[config.mk]
export PLATFORM = sky130hd
export DESIGN_NAME = ahb_reg_bridge
export DESIGN_NICKNAME = d
export VERILOG_FILES = /design/src/rtl/ahb_reg_bridge.sv
export SDC_FILE = /design/constraint.sdc
export NUM_CORES = 1
export LEC_CHECK = 0
export ABC_CLOCK_PERIOD_IN_PS = 1600
export CORE_MARGIN = 8
export CORE_UTILIZATION = 35
export CTS_CLUSTER_SIZE = 25
export DETAILED_ROUTE_END_ITERATION = 16
export PLACE_DENSITY = 0.88
export SETUP_SLACK_MARGIN = 0.2
export SYNTH_ARGS = -nofsm -noshare
export SYNTH_HDL_FRONTEND = slang
export SYNTH_SLANG_ARGS = --single-unit
[constraint.sdc]
create_clock -name clk -period 1.6 [get_ports clk]
set_input_delay 0.32 -clock clk [delete_from_list [all_inputs] [get_ports clk]]
set_output_delay 0.32 -clock clk [all_outputs]
set_load 0.005 [all_outputs]
[src/rtl/ahb_reg_bridge.sv]
// AHB-Lite slave that turns each accepted transfer into one req/ack access on
// a simple register bus. Size, alignment and privilege are checked when the
// address phase is accepted; the register bus can stall the AHB side for as
// long as it needs.

package ahb_pkg;
   typedef enum logic [1:0] {
      HTRANS_IDLE   = 2'b00,
      HTRANS_BUSY   = 2'b01,
      HTRANS_NONSEQ = 2'b10,
      HTRANS_SEQ    = 2'b11
   } htrans_e;

   typedef logic [2:0] hburst_t;

   typedef enum logic [1:0] {
      HRESP_OKAY  = 2'b00,
      HRESP_ERROR = 2'b01
   } hresp_e;

   typedef logic [2:0] hsize_t;
   typedef logic [3:0] hprot_t;

   // NONSEQ and SEQ carry data; IDLE and BUSY do not
   function automatic logic ahb_xfer(htrans_e t);
      return (t == HTRANS_NONSEQ) || (t == HTRANS_SEQ);
   endfunction
endpackage

// state | meaning
// ------+-----------------------------------------------------------
// IDLE  | no transfer in flight, zero-wait OKAY
// WAIT  | reg_req high, AHB stalled until reg_ack
// RESP  | register access done, OKAY, hrdata valid
// ERR1  | first ERROR cycle, hreadyout low
// ERR2  | second ERROR cycle, hreadyout high
module ahb_reg_bridge
   import ahb_pkg::*;
#(
   parameter int AW       = 32,
   parameter int DW       = 32,
   parameter bit REQ_PRIV = 1'b0
) (
   input  logic              clk,
   input  logic              reset,
   input  logic              hsel,
   input  logic [AW-1:0]     haddr,
   input  htrans_e           htrans,
   input  logic              hwrite,
   input  hsize_t            hsize,
   input  hburst_t           hburst,
   input  hprot_t            hprot,
   input  logic [DW-1:0]     hwdata,
   input  logic              hready,
   output logic              hreadyout,
   output hresp_e            hresp,
   output logic [DW-1:0]     hrdata,
   output logic              reg_req,
   output logic              reg_we,
   output logic [AW-1:0]     reg_addr,
   output logic [DW-1:0]     reg_wdata,
   output logic [DW/8-1:0]   reg_wstrb,
   input  logic              reg_ack,
   input  logic              reg_err,
   input  logic [DW-1:0]     reg_rdata
);

   localparam int STRB_W = DW / 8;
   localparam int LB     = $clog2(STRB_W);

   typedef enum logic [2:0] {
      ST_IDLE,
      ST_WAIT,
      ST_RESP,
      ST_ERR1,
      ST_ERR2
   } state_e;

   state_e            state;
   state_e            state_nxt;
   logic              in_ready;
   logic              accept;
   logic              size_err;
   logic              align_err;
   logic              priv_err;
   logic              xfer_err;
   logic [STRB_W-1:0] strb_calc;
   logic              unused_inputs;

   // Burst type is irrelevant: every beat stands alone. Only hprot[1] matters.
   assign unused_inputs = ^{hburst, hprot[3:2], hprot[0]};

   assign in_ready  = (state == ST_IDLE) || (state == ST_RESP) || (state == ST_ERR2);
   assign accept    = hsel & hready & ahb_xfer(htrans);
   assign size_err  = (hsize > hsize_t'(LB));
   // When hsize == LB the shifted one wraps to zero and the mask becomes all ones,
   // which is the right answer; larger sizes are already flagged by size_err.
   assign align_err = |(haddr[LB-1:0] & ((LB'(1) << hsize) - LB'(1)));
   assign priv_err  = REQ_PRIV && !hprot[1];
   assign xfer_err  = size_err | align_err | priv_err;

   // write data is passed straight through; the master holds it during WAIT
   assign reg_wdata = hwdata;

   // byte lane i is enabled when it falls in the same size-aligned block as haddr
   always_comb begin
      strb_calc = '0;
      for (int i = 0; i < STRB_W; i++) begin
         if ((LB'(i) >> hsize) == (haddr[LB-1:0] >> hsize)) begin
            strb_calc[i] = 1'b1;
         end
      end
   end

   // next-state decode
   always_comb begin
      state_nxt = state;
      case (state)
         ST_IDLE, ST_RESP, ST_ERR2: begin
            if (accept) begin
               state_nxt = xfer_err ? ST_ERR1 : ST_WAIT;
            end else begin
               state_nxt = ST_IDLE;
            end
         end
         ST_WAIT: begin
            if (reg_ack) begin
               state_nxt = reg_err ? ST_ERR1 : ST_RESP;
            end
         end
         ST_ERR1: state_nxt = ST_ERR2;
         default: state_nxt = ST_IDLE;
      endcase
   end

   // state register
   always_ff @(posedge clk) begin
      if (reset) begin
         state <= ST_IDLE;
      end else begin
         state <= state_nxt;
      end
   end

   // outputs are registered from the next state so nothing is decoded after the flops
   always_ff @(posedge clk) begin
      if (reset) begin
         hreadyout <= 1'b1;
         hresp     <= HRESP_OKAY;
         hrdata    <= '0;
         reg_req   <= 1'b0;
         reg_we    <= 1'b0;
         reg_addr  <= '0;
         reg_wstrb <= '0;
      end else begin
         hreadyout <= !((state_nxt == ST_WAIT) || (state_nxt == ST_ERR1));
         hresp     <= ((state_nxt == ST_ERR1) || (state_nxt == ST_ERR2)) ? HRESP_ERROR
                                                                         : HRESP_OKAY;
         reg_req   <= (state_nxt == ST_WAIT);
         if (in_ready && (state_nxt == ST_WAIT)) begin
            reg_we    <= hwrite;
            reg_addr  <= haddr;
            reg_wstrb <= strb_calc;
         end
         if ((state == ST_WAIT) && reg_ack && !reg_err) begin
            hrdata <= reg_rdata;
         end
      end
   end

endmodule

==> metrics.txt <==
Fmax achieved=~0.65 GHz; critical path arrival=between 1.5 and 2 ns; Mapped Nets=slightly below 500; Cell Area, Placed=0.00449 mm^2; first-pass GRT wire length=approximately 17 mm; CP Cell Sequence=nand4b_1, buf_4, a21oi_4, buf_6, buf_12, buf_16, nand3_4, a21oi_2; Psw=roughly 980 uW; Final period util=96.6%; syn avg cell area=roughly 8.2 um^2; leak pwr=2.23 nW; post-route ant nets=0; peak supply drop=between 0.4 and 0.5 mV; number of diodes=0; area leader, netlist=dfxtp_1; multi-input combinational cell area=0.00163 mm^2; sequential-to-total area share from yosys stat=just under 50%; initial DRC count=114; Max-cap violations=0; routed len/inst=between 15 and 20 um; Area Overhead vs Synth=78.3%; vias in the first global route=between 3000 and 4000; fin nets=625; Setup violations, final=0; Cell Pwr Density=around 740 mW/mm^2; Clock Root Buffer=clkbuf_8; Starting Density=between 30% and 40%; die width=between 100 and 150 um; Gate Count Post-Synth=around 370; Setup Crit Path Kind=flop to flop; DIE HEIGHT=around 110 um; CTS Buf Count=9; GR Util All Layers=between 10% and 20%; area fraction of the dominant cell type after synthesis=49.0%; critical path startpoint=state[0]; DP HPWL=7.40 mm; final WL=between 10 and 15 mm; switching part of the total power=24.0%; clock group share of total power=38.8%; I/O Pins=220; router iterations before antenna repair=4; Top delay family on crit path=buffers and inverters; hold depth=2; main area contributors after synthesis=dfxtp_1 (49%), a21oi_1 (12%), buf_4 (9.1%); reg2reg path depth=8; worst-path maximum fanout=6; Cell variety after synth=23; post-place setup slack=-0.340 ns; Hold Violations, Final=0; R2R setup slack=around 0.055 ns; register cell area after layout=roughly 0.0015 mm^2; part of the power in registers=46.8%; cts hold-fix bufs=0; Levels on crit path=8; core footprint=about 0.0086 mm^2; Crit. End Element=flop; CTS clk-pin slew, worst paths=0.08 ns; worst r2r dst=reg_we; combinational power share=between 10% and 20%; Critical path buffers and inverters=4; fillers=around 700; final setup margin=0.0547 ns; largest net degree at the start of global routing=33; max incr delay on CP=between 0.3 and 0.4 ns; H-tree level count=3; Min Clock Period, post-route=approximately 1.5 ns; Startpoint Class=flop; Final Slew Violations=0; worst r2r src=state[0]; initial antenna violation count=0; DR vias=between 3000 and 4000; I/O Buffers=~150; Netlist Area Pre-Place=0.00306 mm^2; final instance area=0.00546 mm^2; Die ar.=~0.012 mm^2; CP endpoint=reg_we; vias per inst=5.27; critical path required time=between 1.5 and 2 ns; yosys warns=0; status=finished, final reports clean; Rows=34; worst skew pair latency=approximately 0.34 ns; RSZ-0062 raised after global routing=yes; clock skew=roughly 0.0087 ns; Max Root-Sink Buffers=2; drt drc=0; CTS tree=done; share of layout cells above drive strength 1=32.3%; GP Congestion=between 0.7 and 0.8; CP max stage cell=dfxtp_2; Power Internal=3.09 mW; flops & latches, synth=between 70 and 80; worst hold path class=primary input to flop; Sink Count=75; total gr overflow=0
-- flip-flops by register name, indices dropped and copies added (netlist names) --
| register | count |
|---|---|
| hreadyout | 1 |
| reg_wstrb | 4 |
| hrdata | 32 |
| state | 3 |
| reg_req | 1 |
| reg_addr | 32 |
| reg_we | 1 |
| hresp | 1 |
-- worst min path at each step --
stage / to / startpoint
floorplan: hrdata[0] / hrdata[0]
global placement: hrdata[2] / hrdata[2]
detailed placement: hrdata[19] / hrdata[19]
CTS: reg_addr[0] / reset
global route: reg_addr[0] / reset
finish: reg_addr[0] / reset
-- per-layer routing --
layer / GRT usage (%) / wire length [um] / part of all wire, % / vias up
li1: - / - / - / 1511
met1: 17.2 / 4210 / 35 / 1573
met2: 31.5 / 6090 / 51 / 168
met3: 7.97 / 1350 / 11 / 25
met4: 8.68 / 250 / 2.1 / 0
met5: 0 / 0 / 0 / -
-- synth_stat cells --
| library cell | number |
|---|---|
| nor2b_1 | 1 |
| dfxtp_1 | 75 |
| nand3b_1 | 1 |
| a311oi_1 | 2 |
| a21oi_1 | 75 |
| conb_1 | 1 |
| buf_2 | 3 |
| inv_1 | 3 |
| or3b_2 | 1 |
| o21ba_2 | 1 |
| nand3_1 | 33 |
| buf_6 | 3 |
| nor2_1 | 2 |
| clkbuf_1 | 18 |
| nor3_1 | 5 |
| buf_4 | 37 |
| o21ai_0 | 38 |
| nand2_1 | 68 |
| a21o_1 | 2 |
| o21bai_2 | 1 |
| nor4bb_1 | 1 |
| nand4b_1 | 1 |
| nor3b_4 | 2 |
-- layout make-up --
| cell class | instances | share of cell area (%) |
|---|---|---|
| sequential | 75 | 27.8 |
| clock inverter | 6 | 1.65 |
| tap | 108 | 2.47 |
| timing repair buffer | 186 | 35.7 |
| clock buffer | 9 | 2.27 |
| inverter | 3 | 0.206 |
| multi-input combinational | 235 | 29.9 |
-- kinds of logic (layout without fill, tap and decap cells) --
group	count (synthesis)	in the layout	share of synthesized area, %
AO/OA/AOI/OAI	119	119	20.2
flip-flops	75	75	49.0
other	1	1	0.122
buffers and inverters	64	204	13.2
AND/OR/NAND/NOR	115	115	17.4
-- layout by cell type (no fill, tap or decap), drive strengths merged, types with 4 or more instances in the layout --
cell type / count
dlygate4sd2: 78
dfxtp: 75
a21oi: 75
nand2: 68
clkdlybuf4s50: 67
buf: 39
o21ai: 38
nand3: 33
clkbuf: 11
nor3: 5
inv: 4
-- stage by stage --
stage	hold WS (ns)	std cells	TNS [ns]	util [%]	total power [mW]
4_1_cts	0.223	620	0	58.7	4.04
3_5_place_dp	0.448	586	-13.77	52.2	2.39
6_report	0.263	622	0	63.5	4.07
5_1_grt	0.249	622	-0.0767	63.5	4.23
3_3_place_gp	0.441	586	-7.12	52.2	2.38
2_1_floorplan	0.453	374	0	-	2.15
-- power by group through the flow --
| stage | clock (mW) | combinational (mW) | sequential [mW] |
|---|---|---|---|
| 6_report | 1.58 | 0.583 | 1.91 |
| 5_1_grt | 1.71 | 0.616 | 1.91 |
| 4_1_cts | 1.62 | 0.517 | 1.90 |
| 3_5_place_dp | 0 | 0.442 | 1.95 |
| 2_1_floorplan | 0 | 0.201 | 1.95 |
| 3_3_place_gp | 0 | 0.434 | 1.95 |
-- what timing repair did --
item | CTS | global route
setup endpoints to repair | 139 | 72
buffers inserted | 11 | 0
pin swaps | 31 | 33
cloned | 8 | 2
resized for setup | 130 | 92
Power figures use the tool's default switching activity.
